**src/rtl/gpu_ucode_sequencer_if.sv**
```systemverilog
// Handshake and bus signals between the microcode sequencer and its environment:
// control inputs, ROM address/data, the issued uop and the VRAM read request.
interface gpu_ucode_sequencer_if;
    logic        iStart;
    logic        iStop;
    logic        iStall;
    logic        iZero;
    logic        iVmemAck;
    logic [19:0] iUop;
    logic [7:0]  oAddr;
    logic [19:0] oUop;
    logic        oUopValid;
    logic        oVmemReq;
    logic        oBusy;

    // Sequencer side: consumes control/ROM data, produces address and uop stream.
    modport slave (
        input  iStart, iStop, iStall, iZero, iVmemAck, iUop,
        output oAddr, oUop, oUopValid, oVmemReq, oBusy
    );

    // Environment side: drives control and ROM data, observes the sequencer.
    modport master (
        output iStart, iStop, iStall, iZero, iVmemAck, iUop,
        input  oAddr, oUop, oUopValid, oVmemReq, oBusy
    );
endinterface

```
**src/rtl/gpu_ucode_sequencer.sv**
```systemverilog
// GPU microcode sequencer: walks a 256-entry ucode ROM, issues uops to the
// execute stage, resolves unconditional and zero-flag branches and parks on
// VRAM reads until acknowledged. oAddr (the PC) is the only combinational output.
module gpu_ucode_sequencer #(
    parameter logic [7:0] START_ADDR = 8'd1,
    parameter logic [4:0] OP_GOTO    = 5'd2,
    parameter logic [4:0] OP_JZ      = 5'd3,
    parameter logic [4:0] OP_JNZ     = 5'd4,
    parameter logic [4:0] OP_RVMEM   = 5'd5,
    parameter logic [4:0] OP_NOP     = 5'd1
) (
    input  logic                   iClock,
    input  logic                   iReset,
    gpu_ucode_sequencer_if.slave   bus
);

    typedef enum logic [1:0] {
        ST_IDLE      = 2'd0,
        ST_RUN       = 2'd1,
        ST_BR_EVAL   = 2'd2,
        ST_WAIT_VMEM = 2'd3
    } state_t;

    state_t      state_q;
    logic [7:0]  pc_q;
    logic [19:0] uop_q;
    logic        uop_valid_q;
    logic        vmem_req_q;
    logic        busy_q;
    logic [7:0]  target_q;
    logic        br_is_jz_q;

    logic [4:0]  opcode_s;
    logic [7:0]  target_s;
    logic [7:0]  pc_inc_s;
    logic        br_taken_s;

    // Uop decode fields; bits [14:8] carry no meaning for the sequencer.
    assign opcode_s   = bus.iUop[19:15];
    assign target_s   = bus.iUop[7:0];
    // 8-bit increment wraps 8'hFF to 8'h00 naturally.
    assign pc_inc_s   = pc_q + 8'd1;
    // JZ branches on a set zero flag, JNZ on a clear one.
    assign br_taken_s = br_is_jz_q ? bus.iZero : ~bus.iZero;

    assign bus.oAddr     = pc_q;
    assign bus.oUop      = uop_q;
    assign bus.oUopValid = uop_valid_q;
    assign bus.oVmemReq  = vmem_req_q;
    assign bus.oBusy     = busy_q;

    // Sequencer FSM with all outputs registered; reset beats stop, stop beats everything else.
    always_ff @(posedge iClock) begin
        if (iReset) begin
            state_q     <= ST_IDLE;
            pc_q        <= 8'd0;
            uop_q       <= 20'd0;
            uop_valid_q <= 1'b0;
            vmem_req_q  <= 1'b0;
            busy_q      <= 1'b0;
            target_q    <= 8'd0;
            br_is_jz_q  <= 1'b0;
        end else if (bus.iStop) begin
            // Any outstanding VRAM request is simply dropped.
            state_q     <= ST_IDLE;
            pc_q        <= 8'd0;
            uop_valid_q <= 1'b0;
            vmem_req_q  <= 1'b0;
            busy_q      <= 1'b0;
        end else begin
            case (state_q)
                ST_IDLE: begin
                    uop_valid_q <= 1'b0;
                    vmem_req_q  <= 1'b0;
                    if (bus.iStart) begin
                        pc_q    <= START_ADDR;
                        state_q <= ST_RUN;
                        busy_q  <= 1'b1;
                    end else begin
                        pc_q    <= 8'd0;
                        busy_q  <= 1'b0;
                    end
                end
                ST_RUN: begin
                    if (bus.iStall) begin
                        uop_valid_q <= 1'b0;
                    end else if (opcode_s == OP_GOTO) begin
                        pc_q        <= target_s;
                        uop_q       <= {OP_NOP, 15'd0};
                        uop_valid_q <= 1'b0;
                    end else if ((opcode_s == OP_JZ) || (opcode_s == OP_JNZ)) begin
                        target_q    <= target_s;
                        br_is_jz_q  <= (opcode_s == OP_JZ);
                        uop_valid_q <= 1'b0;
                        state_q     <= ST_BR_EVAL;
                    end else if (opcode_s == OP_RVMEM) begin
                        // Acknowledge is not looked at until WAIT_VMEM.
                        uop_q       <= bus.iUop;
                        uop_valid_q <= 1'b1;
                        vmem_req_q  <= 1'b1;
                        state_q     <= ST_WAIT_VMEM;
                    end else begin
                        uop_q       <= bus.iUop;
                        uop_valid_q <= 1'b1;
                        pc_q        <= pc_inc_s;
                    end
                end
                ST_BR_EVAL: begin
                    uop_valid_q <= 1'b0;
                    if (bus.iStall) begin
                        state_q <= ST_BR_EVAL;
                    end else begin
                        pc_q    <= br_taken_s ? target_q : pc_inc_s;
                        state_q <= ST_RUN;
                    end
                end
                ST_WAIT_VMEM: begin
                    // Stall is deliberately ignored here; the request stays up.
                    uop_valid_q <= 1'b0;
                    if (bus.iVmemAck) begin
                        vmem_req_q <= 1'b0;
                        pc_q       <= pc_inc_s;
                        state_q    <= ST_RUN;
                    end else begin
                        vmem_req_q <= 1'b1;
                    end
                end
                default: begin
                    state_q     <= ST_IDLE;
                    pc_q        <= 8'd0;
                    uop_valid_q <= 1'b0;
                    vmem_req_q  <= 1'b0;
                    busy_q      <= 1'b0;
                end
            endcase
        end
    end

endmodule

```
**src/flat_wrapper.sv**
```systemverilog
// flat-port wrapper written by rule: the top's interface ports become plain ports
module gpu_ucode_sequencer_flat 
#(
    parameter logic [7:0] START_ADDR = 8'd1,
    parameter logic [4:0] OP_GOTO    = 5'd2,
    parameter logic [4:0] OP_JZ      = 5'd3,
    parameter logic [4:0] OP_JNZ     = 5'd4,
    parameter logic [4:0] OP_RVMEM   = 5'd5,
    parameter logic [4:0] OP_NOP     = 5'd1
)
  (iClock, iReset, bus_iStart, bus_iStop, bus_iStall, bus_iZero, bus_iVmemAck, bus_iUop, bus_oAddr, bus_oUop, bus_oUopValid, bus_oVmemReq, bus_oBusy);
  gpu_ucode_sequencer_if bus_i ();
  input  logic iClock;
  input  logic iReset;
  input wire logic [$bits(bus_i.iStart)-1:0] bus_iStart;
  input wire logic [$bits(bus_i.iStop)-1:0] bus_iStop;
  input wire logic [$bits(bus_i.iStall)-1:0] bus_iStall;
  input wire logic [$bits(bus_i.iZero)-1:0] bus_iZero;
  input wire logic [$bits(bus_i.iVmemAck)-1:0] bus_iVmemAck;
  input wire logic [$bits(bus_i.iUop)-1:0] bus_iUop;
  output wire logic [$bits(bus_i.oAddr)-1:0] bus_oAddr;
  output wire logic [$bits(bus_i.oUop)-1:0] bus_oUop;
  output wire logic [$bits(bus_i.oUopValid)-1:0] bus_oUopValid;
  output wire logic [$bits(bus_i.oVmemReq)-1:0] bus_oVmemReq;
  output wire logic [$bits(bus_i.oBusy)-1:0] bus_oBusy;
  assign bus_i.iStart = bus_iStart;
  assign bus_i.iStop = bus_iStop;
  assign bus_i.iStall = bus_iStall;
  assign bus_i.iZero = bus_iZero;
  assign bus_i.iVmemAck = bus_iVmemAck;
  assign bus_i.iUop = bus_iUop;
  assign bus_oAddr = bus_i.oAddr;
  assign bus_oUop = bus_i.oUop;
  assign bus_oUopValid = bus_i.oUopValid;
  assign bus_oVmemReq = bus_i.oVmemReq;
  assign bus_oBusy = bus_i.oBusy;
  gpu_ucode_sequencer #(.START_ADDR(START_ADDR), .OP_GOTO(OP_GOTO), .OP_JZ(OP_JZ), .OP_JNZ(OP_JNZ), .OP_RVMEM(OP_RVMEM), .OP_NOP(OP_NOP)) u_core (.iClock(iClock), .iReset(iReset), .bus(bus_i));
endmodule
```
**config.mk**
```make
export PLATFORM = sky130hd
export DESIGN_NAME = gpu_ucode_sequencer_flat
export DESIGN_NICKNAME = d
export VERILOG_FILES = /design/src/rtl/gpu_ucode_sequencer_if.sv /design/src/rtl/gpu_ucode_sequencer.sv /design/src/flat_wrapper.sv
export SDC_FILE = /design/constraint.sdc
export NUM_CORES = 1
export LEC_CHECK = 0
export BUFFER_PORTS_ARGS = -buffer_cell sky130_fd_sc_hd__buf_4
export CORE_ASPECT_RATIO = 0.9
export CORE_UTILIZATION = 52
export DETAILED_ROUTE_END_ITERATION = 7
export MAX_ROUTING_LAYER = met4
export PLACE_DENSITY = 0.83
export SLEW_MARGIN = 30
export SYNTH_ARGS = -nofsm -noshare
export SYNTH_HDL_FRONTEND = slang
export SYNTH_SLANG_ARGS = --single-unit
export TNS_END_PERCENT = 20
```
**constraint.sdc**
```tcl
create_clock -name iClock -period 2.1 [get_ports iClock]
set_clock_uncertainty 0.05 [all_clocks]
set_input_delay 0.105 -clock iClock [delete_from_list [all_inputs] [get_ports iClock]]
set_output_delay 0.105 -clock iClock [all_outputs]
set_load 0.01 [all_outputs]
```
Yosys cells after proc, flatten, opt, wreduce, memory -nomap -nowiden

Index checks and enable logic that the tools add are counted.

Output and inout bits: 31
Input port bits: 27
Word-level logic and storage cells: 72
Register bits: 42

Eq/ne operators: 18
Add/subtract/negate cells: 1
Bitwise gates (word level): 4
Mux-type cells: 31
Reduce and logical (&&, ||, !) cells: 10

Operators by type and width:

| cell                                                                    | number |
|---|---|
| 8-bit 2-to-1 mux                                                        | 7 |
| 20-bit 2-to-1 mux                                                       | 2 |
| 8-bit one-hot mux with 4 select lines                                   | 1 |
| 5-bit AND reduction                                                     | 4 |
| 2-bit 2-to-1 mux                                                        | 7 |
| 2-bit inequality test, second input constant                            | 6 |
| 1-bit 2-to-1 mux                                                        | 11 |
| 5-bit by 2-bit == test with 1-bit output, second input constant         | 2 |
| 5-bit by 3-bit == test with 1-bit output, second input constant         | 2 |
| 8-bit by 1-bit adder with 8-bit output, second input constant           | 1 |
| 2-bit one-hot mux with 4 select lines                                   | 1 |
| 3-bit by 2-bit inequality test with 1-bit output, second input constant | 2 |
| 2-bit == test, second input constant                                    | 2 |
| 2-bit by 1-bit inequality test with 1-bit output, second input constant | 2 |
| 1-bit NOT                                                               | 4 |
| 4-bit AND reduction                                                     | 1 |
| 3-bit by 1-bit inequality test with 1-bit output, second input constant | 1 |
| 1-bit one-hot mux with 3 select lines                                   | 1 |
| 3-bit nonzero test                                                      | 1 |
| 3-bit OR reduction                                                      | 1 |
| 2-bit by 1-bit == test with 1-bit output, second input constant         | 1 |
| 2-bit logical NOT                                                       | 1 |
| 1-bit one-hot mux with 2 select lines                                   | 1 |
| 2-bit OR reduction                                                      | 1 |
| 1-bit logical OR                                                        | 1 |

Depth between registers and ports, before layout

Gate-level depths: netlist (run 1).

Depth after elaboration: 6
Gate-level depth with buffers: 8
Gate-level depth less buffers: 7

Worst setup path before layout (run 1)

No wires, ideal clock.

Kind: input to register
Start point: in bus_iUop[19]
End point: reg u_core.pc_q[1], in the netlist u_core.bus.oAddr[1]
Path buffers: 0
Arrival: 1,626 ps
Slack: 308 ps
Library setup time: 117 ps
Required time: 1,933 ps
Cell stages on the path: 5
Path through: or4b_4 -> nor2_4 -> mux2_1 -> a221o_1 -> a22o_1

Word-level cells in the longest chain between the ends: 4
Elaborated cells on any way between the ends: 11
Classes of those cells: eq/ne (6); mux (3); reduce/logical (2)

Ends and longest elaborated chain:

| what                                                                                        | line                                                 | RTL |
|---|---|---|
| from (decl)                                                                                 | flat_wrapper.sv:20                                   | `input wire logic [$bits(bus_i.iUop)-1:0] bus_iUop;` |
| 5-bit by 2-bit == test with 1-bit output (tied with other cells)                            | gpu_ucode_sequencer.sv:87                            | `end else if (opcode_s == OP_GOTO) begin` |
| 8-bit 2-to-1 mux / 1-bit logical OR (equally long branches)                                 | gpu_ucode_sequencer.sv:87, gpu_ucode_sequencer.sv:91 |  |
| 8-bit 2-to-1 mux / 3-bit by 2-bit inequality test with 1-bit output (equally long branches) | --                                                   |  |
| 8-bit one-hot mux with 4 select lines / 5-bit AND reduction (equally long branches)         | --                                                   |  |
| to (signal assigned)                                                                        | gpu_ucode_sequencer.sv:88                            | `pc_q <= target_s;` |
| to (signal assigned)                                                                        | gpu_ucode_sequencer.sv:105                           | `pc_q <= pc_inc_s;` |
| to (signal assigned)                                                                        | gpu_ucode_sequencer.sv:113                           | `pc_q <= br_taken_s ? target_q : pc_inc_s;` |
| to (decl)                                                                                   | gpu_ucode_sequencer.sv:25                            | `logic [7:0] pc_q;` |

Several ways; a longest one is shown, not always the timed one. The select of a mux whose other input is x is not followed.
A chain may end at the register's enable or synchronous reset.

Final worst setup path (run 1)

Start point: reg u_core.state_q[0]
End point: reg u_core.pc_q[0], in the netlist u_core.bus.oAddr[0]

Word-level cells in the longest chain between the ends: 3
Elaborated cells on any way between the ends: 11
Classes of those cells: eq/ne (8); mux (1); reduce/logical (2)

Ends and longest elaborated chain:

| what                                                                                                       | line                      | RTL |
|---|---|---|
| from (decl)                                                                                                | gpu_ucode_sequencer.sv:24 | `state_t state_q;` |
| from (signal assigned)                                                                                     | gpu_ucode_sequencer.sv:55 | `state_q <= ST_IDLE;` |
| from (signal assigned)                                                                                     | gpu_ucode_sequencer.sv:65 | `state_q <= ST_IDLE;` |
| from (signal assigned)                                                                                     | gpu_ucode_sequencer.sv:77 | `state_q <= ST_RUN;` |
| 2-bit by 1-bit == test with 1-bit output / 2-bit == test (equally long branches)                           | gpu_ucode_sequencer.sv:71 | `case (state_q)` |
| 3-bit by 2-bit inequality test with 1-bit output (no line) / 2-bit inequality test (equally long branches) | --                        |  |
| 5-bit AND reduction (no line)                                                                              | --                        |  |

Several ways; a longest one is shown, not always the timed one.

==> results of run 1 <==
==> cell families after synthesis <==
| family | Yosys count | share of synthesized area (%) |
|---|---|---|
| mux | 11 | 5.19 |
| flops | 42 | 39.2 |
| compound gates | 63 | 20.4 |
| xor+xnor | 1 | 0.408 |
| simple gates | 100 | 26.0 |
| fa+ha+maj | 7 | 4.08 |
| buf+inv | 20 | 4.72 |
==> final timing paths <==
kind / cells past startpoint / endpoint
max: 7 / u_core.bus.oAddr[0]
min: 3 / u_core.bus.oBusy
max reg2reg: 7 / u_core.bus.oAddr[0]
min reg2reg: 2 / u_core.bus.oUop[6]
==> worst max-delay path, stage by stage (launching register included) <==
cell and delay [ns]:
dfxtp_1 0.35, inv_1 0.13, ha_1 0.26, inv_1 0.08, nor2_1 0.43, a32o_1 0.22
o311ai_0 0.14, a21oi_1 0.18
==> registers in the layout, summed over array words and instances, names as in the netlist <==
signal	flops
u_core.br_is_jz_q	1
u_core.bus.oAddr	8
u_core.bus.oBusy	1
u_core.bus.oUop	20
u_core.bus.oUopValid	1
u_core.bus.oVmemReq	1
u_core.state_q	2
u_core.target_q	8
==> placed cells by master, fill, tap and decap left out, drive strengths merged, types with 2 or more instances in the layout <==
cell and instances:
buf 64, dfxtp 42, nand2 28, a21oi 27, nor2 22, or3b 16, nand3 12, mux2i 10
o21ai 9, inv 8, nor3 7, a32o 7, ha 7, clkbuf 5, a22oi 4, nor2b 3
a32oi 3, nand2b 2, or2 2, a211oi 2
==> final cells by class <==
cell class                 count  area [µm²]
inverter                       7        26.3
clock buffer                   5        68.8
clock inverter                 3        43.8
timing repair buffer          64         480
fill                         312        1110
sequential                    42         841
multi-input combinational    182        1210
tap                           46        57.6
==> stage by stage <==
step,std cells,setup WS (ns),instance area (µm²)
after floorplan,244,0.308,2150
after global placement,341,0.221,2610
after detailed placement,341,0.182,2610
after CTS,349,0.157,2720
after global routing,349,0.0786,2720
final,349,0.200,2720
==> power by group <==
group	switching [W]	internal [W]	leakage [nW]
clock	0.000279	0.000356	0.0585
sequential	0.00000664	0.000806	0.339
combinational	0.0000853	0.0000797	0.709
total	0.000371	0.00124	1.11
==> per-layer routing <==
layer  routed length [µm]  share of wire [%]
met1                 2300                 47
met2                 2240                 46
met3                  302                6.2
met4                   24               0.49
met5                    0                  0
==> flow_summary.ini, run 1 <==
[status]
status = finished clean

[min_path]
hp-start = bus_iStart
min_path_type = input pin to flop

[synthesis]
synth_edf_count = 0
yosysUniqueCellTypes = 48
syn_area_um2 = 2150
synth_flop_cell = dfxtp_1
synth_area_per_cell_um2 = 8.79
syn_inst = 244
synth_top_cell_by_area = dfxtp_1
synthArstFlopShare_pct = 0
mappedNetlistNets = 278
ys_warn_count = 0
synth-seq-cells = 42
synth.top_cells.by_count = dfxtp_1, nand2_1, a21oi_1, nor2_1, or3b_1
netlist_top_cells_area = dfxtp_1, or3b_1, a21oi_1
yosysSeqAreaShare_pct = 39.2
synth_top_cell_area_share_pct = 39.2
synth.most_common_cell = dfxtp_1

[sta]
fin_crit_sh_pct = 90.5
rsz0062_at_grt = false
tightest_slew_ns = 0.531
setup_viol = 0
slew_headroom_pct = 64.5
fmaxAchievable_mhz = 526
fin_tns_setup_ns = 0
finalHoldViolCount = 0
maxSlewViolCount = 0
period_minus_slack_ns = 1.90
whs_ns = 0.0235

[critical_path]
required_ns = 2.27
end_kind = flop
cp_max_fo = 8
ff2ff_setup_slack_ns = 0.20
r2r_start = u_core.state_q[0]
critPathArrivalTime_ns = 2.07
cp-start-kind = flop
crit_start = u_core.state_q[0]
crit_type = flop to flop

[floorplan]
rows = 21
die_h_um = 62.9
die_w_um = 69.7
io_pins = 58
start_util_pct = 55.9
core_um2 = 3840
fp.dieArea_um2 = 4390

[clock_tree]
cts_made_buffers = 5
cts_hold_buf = 0
cts_resized = 0
clk_latency_ns = 0.29
htree_levels = 2
clockBufferDepth = 2
clock_sinks = 42
clockRootBuffer = clkbuf_8
path_clk_slew_ns = 0.08
cts_tree = built
post_cts_buffers = 0

[flow_run]
maxCapViolations = 0

[pwr]
p_leak_nw = 1.11
power.density_nw_per_um2 = 592
vdd_drop_max_mv = 0.344
report.power.total_w = 0.00161

[cells_and_area]
antenna_cells = 0
drive_gt1_share_pct = 27.4
fin_util_pct = 71.0
syn2layout_area_growth_pct = 26.9
layout.nets = 336

[drt]
vias = 1971
drc_errors = 0
ant_nets = 0
dr.pass1.iters = 4
post_drt_wl_per_cell_um = 13.9
drtIter0Drc = 139
via_per_inst = 5.65
finalWirelength_um = 4870

[grt]
grt_use_met3_pct = 4.68
antenna_found_initial = 0
met1_usage_pct = 32.1
grt_use_total_pct = 24.0
grt_start_max_net_pins = 35
use_met2_pct = 37.1
grt_pass1_vias = 1868
grt_pass1_wl_um = 8410
grt-ovfl-total = 0
busiest_layer = met2

[placed_design]
port_buffers = 57
dp_hpwl_um = 3520
gp_congestion = 0.888
Note: power is estimated with default switching activity, not from simulation.
==> inputs of run 2 (changes only) <==
--- a/config.mk
+++ b/config.mk
@@ -7,10 +7,10 @@
 export LEC_CHECK = 0
 export BUFFER_PORTS_ARGS = -buffer_cell sky130_fd_sc_hd__buf_4
 export CORE_ASPECT_RATIO = 0.9
-export CORE_UTILIZATION = 52
+export CORE_UTILIZATION = 47
 export DETAILED_ROUTE_END_ITERATION = 7
 export MAX_ROUTING_LAYER = met4
-export PLACE_DENSITY = 0.83
+export PLACE_DENSITY = 0.8
 export SLEW_MARGIN = 30
 export SYNTH_ARGS = -nofsm -noshare
 export SYNTH_HDL_FRONTEND = slang
==> constraint.sdc (replaced) <==
create_clock -name iClock -period 1.6 [get_ports iClock]
set_clock_uncertainty 0.05 [all_clocks]
set_input_delay 0.08 -clock iClock [delete_from_list [all_inputs] [get_ports iClock]]
set_output_delay 0.08 -clock iClock [all_outputs]
set_load 0.01 [all_outputs]
==> run 2 against run 1 <==
  * The flow now finishes with violations (negative setup slack)
  * Design area increased by 18%
  * Clock power increased by 12%
  * Maximum frequency increased by 15%
  * Power increased by 30%
  * Critical endpoint is now u_core.bus.oAddr[2]
==> flow_summary.ini, run 2 (synthesized netlist as in run 1, its figures left out) <==
[status]
status = finished, violations left
violations = negative setup slack

[pwr]
power.density_nw_per_um2 = 652
report.power.total_w = 0.00210
vdd_drop_max_mv = 0.744
p_leak_nw = 1.31

[sta]
rsz0062_at_grt = true
tightest_slew_ns = 0.372
setup_viol = 8
finalHoldViolCount = 0
fin_crit_sh_pct = 103
fin_tns_setup_ns = -0.236
maxSlewViolCount = 0
period_minus_slack_ns = 1.66
setup_ws_ns = -0.0551
fmaxAchievable_mhz = 604
slew_headroom_pct = 74.9
whs_ns = 0.0110

[drt]
drtIter0Drc = 144
drc_errors = 0
ant_nets = 0
finalWirelength_um = 6120
post_drt_wl_per_cell_um = 15.2
vias = 2217
via_per_inst = 5.51
dr.pass1.iters = 4

[clock_tree]
cts_made_buffers = 5
htree_levels = 2
clock_sinks = 42
clockRootBuffer = clkbuf_8
cts_tree = built
clockBufferDepth = 2
clk_latency_ns = 0.30
path_clk_slew_ns = 0.09

[critical_path]
critPathTopFamily = compound AO/OA/AOI/OAI gates
critPathArrivalTime_ns = 1.79
cp_max_fo = 9
slowest_delay_ns = 0.34
crit_chain = inv_2 -> ha_4 -> o211a_1 -> a211oi_2 -> buf_4 -> a32oi_1 -> o21ai_1
ff2ff_setup_slack_ns = -0.06
required_ns = 1.74
path_buf_inv = 2
crit_type = flop to flop
cp-start-kind = flop
end_kind = flop
worst_path_max_delay_cell = dfxtp_2

[grt]
antenna_found_initial = 0
grt_start_max_net_pins = 30
grt_pass1_wl_um = 9400
grt_use_total_pct = 26.1
grt-ovfl-total = 0
grt_pass1_vias = 2031

[placed_design]
gp_congestion = 0.876
dp_slack_ns = -0.262
dp_hpwl_um = 3760
port_buffers = 57

[floorplan]
rows = 22
core_um2 = 4240
die_w_um = 73.2
start_util_pct = 50.6
io_pins = 58
fp.dieArea_um2 = 4840
die_h_um = 66.1

[cells_and_area]
fillerInstances = 317
layout_commonest_cell = buf_4
largest_reg_flops = 20
drive_gt1_share_pct = 41.5
syn2layout_area_growth_pct = 49.9
layout.nets = 375
fin_util_pct = 75.9
antenna_cells = 0
final_cell_mix = buf_4, dfxtp_1, nand2_1

[min_path]
min_path_type = input pin to flop

[flow_run]
maxCapViolations = 0
## run 2: cell types whose count changed in the layout (fill, tap and decap cells not counted), sizes merged
cell,before,now
dlygate4sd3,0,7
clkinvlp,0,2
nand3,12,13
bufinv,1,0
clkinv,1,0
buf,64,95
## run 2: cell type report
class,count,area (µm²),share of cell area [%]
clock buffers,5,68.8,2.14
clock inverters,3,23.8,0.739
inverters,7,28.8,0.895
multi-input cells,183,1380,42.9
flip-flops and latches,42,846,26.3
well taps,60,75.1,2.33
repair buffers,102,796,24.7
## run 2: worst reg2reg max path, stage by stage (launching register included)
cell,delay (ns)
dfxtp_2,0.34
inv_2,0.08
ha_4,0.24
o211a_1,0.30
a211oi_2,0.09
buf_4,0.18
a32oi_1,0.19
o21ai_1,0.08
## run 2: metrics by stage
step / std cells / cell area (µm²)
floorplan: 244 / 2150
global placement: 380 / 2820
detailed placement: 380 / 2820
CTS: 398 / 3070
global route: 402 / 3220
finish: 402 / 3220
## run 2: what timing repair did
action                                 CTS  global route
hold buffers                             7             0
setup endpoints to repair               40            22
pin swaps                                6            11
setup buffers                            1             4
resized for setup                       20            25
cloned                                   2             0
endpoints found under the hold margin    7             0
## run 2: final timing paths
check,endpoint,cells after the start,startpoint
setup / recovery,u_core.bus.oAddr[2],7,u_core.state_q[1]
hold / removal,u_core.target_q[5],3,bus_iUop[5]
setup reg to reg,u_core.bus.oAddr[2],7,u_core.state_q[1]
hold reg to reg,u_core.bus.oUop[6],2,u_core.bus.oUop[6]
## run 2: metal layers
metal / vias up / GRT usage, % / part of all wire (%)
li1: 1084 / - / -
met2: 70 / 42.8 / 50
met1: 1057 / 32.1 / 43
met4: 0 / 6.37 / 0.87
met5: - / - / 0
met3: 6 / 6.71 / 6.1
## run 2: report_power, final
part           switching, W  internal (W)
Clock              0.000402      0.000312
Sequential       0.00000927       0.00106
Combinational      0.000152      0.000166
==> inputs of run 3 (changes only) <==
--- a/config.mk
+++ b/config.mk
@@ -5,9 +5,10 @@
 export SDC_FILE = /design/constraint.sdc
 export NUM_CORES = 1
 export LEC_CHECK = 0
+export ABC_AREA = 1
 export BUFFER_PORTS_ARGS = -buffer_cell sky130_fd_sc_hd__buf_4
 export CORE_ASPECT_RATIO = 0.9
-export CORE_UTILIZATION = 47
+export CORE_UTILIZATION = 48
 export DETAILED_ROUTE_END_ITERATION = 7
 export MAX_ROUTING_LAYER = met4
 export PLACE_DENSITY = 0.8
==> run 3 against run 2 <==
  * The flow finishes with violations (negative hold slack)
  * Wire length is 2.8% lower
  * Via count up 5.5%
  * Worst setup slack better by 0.062 ns
  * Clock-buffer cell count stayed put
  * Non-clock buffer count shrank 24
  * Global-route usage fell by 1.3 points
==> flow_summary.ini, run 3 <==
[cells_and_area]
syn2layout_area_growth_pct = 39.4
largest_reg_flops = 20
stdcell_count = 464
final_cell_mix = nand2_1, buf_4, dfxtp_1
drive_gt1_share_pct = 32.6
design_area_um2 = 3160
antenna_cells = 0
layout.nets = 435
fin_util_pct = 70.5
layout_commonest_cell = nand2_1

[synthesis]
synth_area_per_cell_um2 = 6.96
synth.most_common_cell = nand2_1
yosysUniqueCellTypes = 33
synth.top_cells.by_count = nand2_1, dfxtp_1, inv_1, a21oi_1, nor2_1
netlist_top_cells_area = dfxtp_1, nand2_1, a21oi_1
synth-seq-cells = 42
synth_edf_count = 0
synth_top_cell_area_share_pct = 37.0
ys_warn_count = 0
syn_inst = 326
synth_flop_cell = dfxtp_1
synthArstFlopShare_pct = 0
syn_area_um2 = 2270
mappedNetlistNets = 360
synth_top_cell_by_area = dfxtp_1
yosysSeqAreaShare_pct = 37.0

[placed_design]
dp_slack_ns = -0.160
port_buffers = 57
gp_congestion = 0.862
dpl-instance-area_um2 = 2810
dp_hpwl_um = 4040
dp.cells = 445

[sta]
rsz0062_at_grt = true
fmaxAchievable_mhz = 628
tightest_slew_ns = 0.453
fin_crit_sh_pct = 99.5
maxSlewViolCount = 0
slew_headroom_pct = 69.8
setup_viol = 0
setup_ws_ns = 0.00722
period_minus_slack_ns = 1.59
whs_ns = -0.00256
finalHoldViolCount = 2

[floorplan]
core_um2 = 4490
start_util_pct = 50.6
die_h_um = 67.2
rows = 23
fp.dieArea_um2 = 5010
io_pins = 58
die_w_um = 74.5

[grt]
grt-ovfl-total = 0
grt_use_total_pct = 24.9
grt_start_max_net_pins = 24
grt_pass1_vias = 2110
antenna_found_initial = 0
grt_pass1_wl_um = 9240

[clock_tree]
cts_tree = built
clock_sinks = 42
clk_latency_ns = 0.30
clockRootBuffer = clkbuf_8
path_clk_slew_ns = 0.09
htree_levels = 2
cts_made_buffers = 5
clockBufferDepth = 2

[pwr]
p_leak_nw = 1.42
p_sw_share_pct = 27.5
vdd_drop_max_mv = 0.665
combPwrFrac_pct = 18.4
pwr-share-clk_pct = 36.6
internal-power_w = 0.00174
p_seq_share_pct = 45.0
power_switching_w = 0.000660
power.density_nw_per_um2 = 758

[drt]
drc_errors = 0
post_drt_wl_per_cell_um = 12.8
via_per_inst = 5.04
finalWirelength_um = 5950
ant_nets = 0
vias = 2338
drtIter0Drc = 110
dr.pass1.iters = 4

[status]
status = finished, violations left
violations = negative hold slack

[critical_path]
cp_max_fo = 7
required_ns = 1.79
end_kind = flop
critPathArrivalTime_ns = 1.78
cp-start-kind = flop
crit_type = flop to flop

[flow_run]
maxCapViolations = 0

[min_path]
min_path_type = input pin to flop
==> run 3: cell count changes in the layout (fill, tap and decap cells not counted), sizes merged, moves of 16 or more <==
| cell | previous run | this run |
|---|---|---|
| nand2 | 28 | 80 |
| inv | 8 | 45 |
| nand3 | 13 | 33 |
| or3b | 16 | 0 |
| nor2 | 22 | 38 |
| buf | 95 | 74 |
==> run 3: worst paths after layout <==
kind	startpoint	endpoint	slack, ns	depth (start not counted)
max	u_core.state_q[0]	u_core.bus.oAddr[1]	0.007	9
min reg2reg	u_core.target_q[0]	u_core.target_q[0]	0.40	2
min	bus_iUop[8]	u_core.bus.oUop[8]	-0.003	3
max reg2reg	u_core.state_q[0]	u_core.bus.oAddr[1]	0.007	9
==> run 3: timing repair <==
action,CTS,global route
resized for setup,13,28
endpoints found under the setup margin,10,29
hold buffers,4,0
setup buffers,2,5
pin swaps,10,12
endpoints found under the hold margin,4,0
==> run 3: logic make-up after synthesis <==
family	share of synthesized area (%)
adders and majority gates	3.86
xor gates and xnor gates	1.54
AOI/OAI and AO/OA	12.7
and+or+nand+nor	34.1
buffers and inverters	10.7
DFF	37.0
==> run 3: metal layers <==
metal / global-route usage (%) / wire, µm / share of wire (%)
met2: 39.9 / 2770 / 47
met5: - / 0 / 0
met4: 7.55 / 94 / 1.6
met3: 4.18 / 311 / 5.2
met1: 32.2 / 2770 / 47
==> run 3: power by group through the flow <==
| stage | Combinational, W | Sequential [W] | Clock [W] |
|---|---|---|---|
| 2_1_floorplan | 0.000190 | 0.00111 | 0 |
| 3_3_place_gp | 0.000335 | 0.00110 | 0 |
| 3_5_place_dp | 0.000343 | 0.00110 | 0 |
| 4_1_cts | 0.000372 | 0.00108 | 0.000877 |
| 5_1_grt | 0.000474 | 0.00108 | 0.000926 |
| 6_report | 0.000441 | 0.00108 | 0.000878 |
==> run 3: cell type report <==
class                   instances  area (µm²)
clock buffers                   5        68.8
clock inverters                 3        43.8
fillers                       360        1330
inverters                      44         173
multi-input cells             230        1300
flip-flops and latches         42         846
well taps                      62        77.6
repair buffers                 78         657
==> run 3: per-stage QoR <==
| stage | setup TNS [ns] | total power, W |
|---|---|---|
| floorplan | 0 | 0.00130 |
| global placement | -0.107 | 0.00143 |
| detailed placement | -0.832 | 0.00144 |
| CTS | -0.145 | 0.00233 |
| global route | -0.522 | 0.00248 |
| finish | 0 | 0.00240 |
==> run 3: worst max-delay path, stage by stage, from the launching register on <==
cell,delay [ns]
dfxtp_4,0.40
inv_4,0.06
ha_4,0.16
nand2_2,0.05
inv_2,0.05
nor3b_4,0.22
nand3_4,0.15
nor2_8,0.19
nand2_2,0.07
a21oi_2,0.12
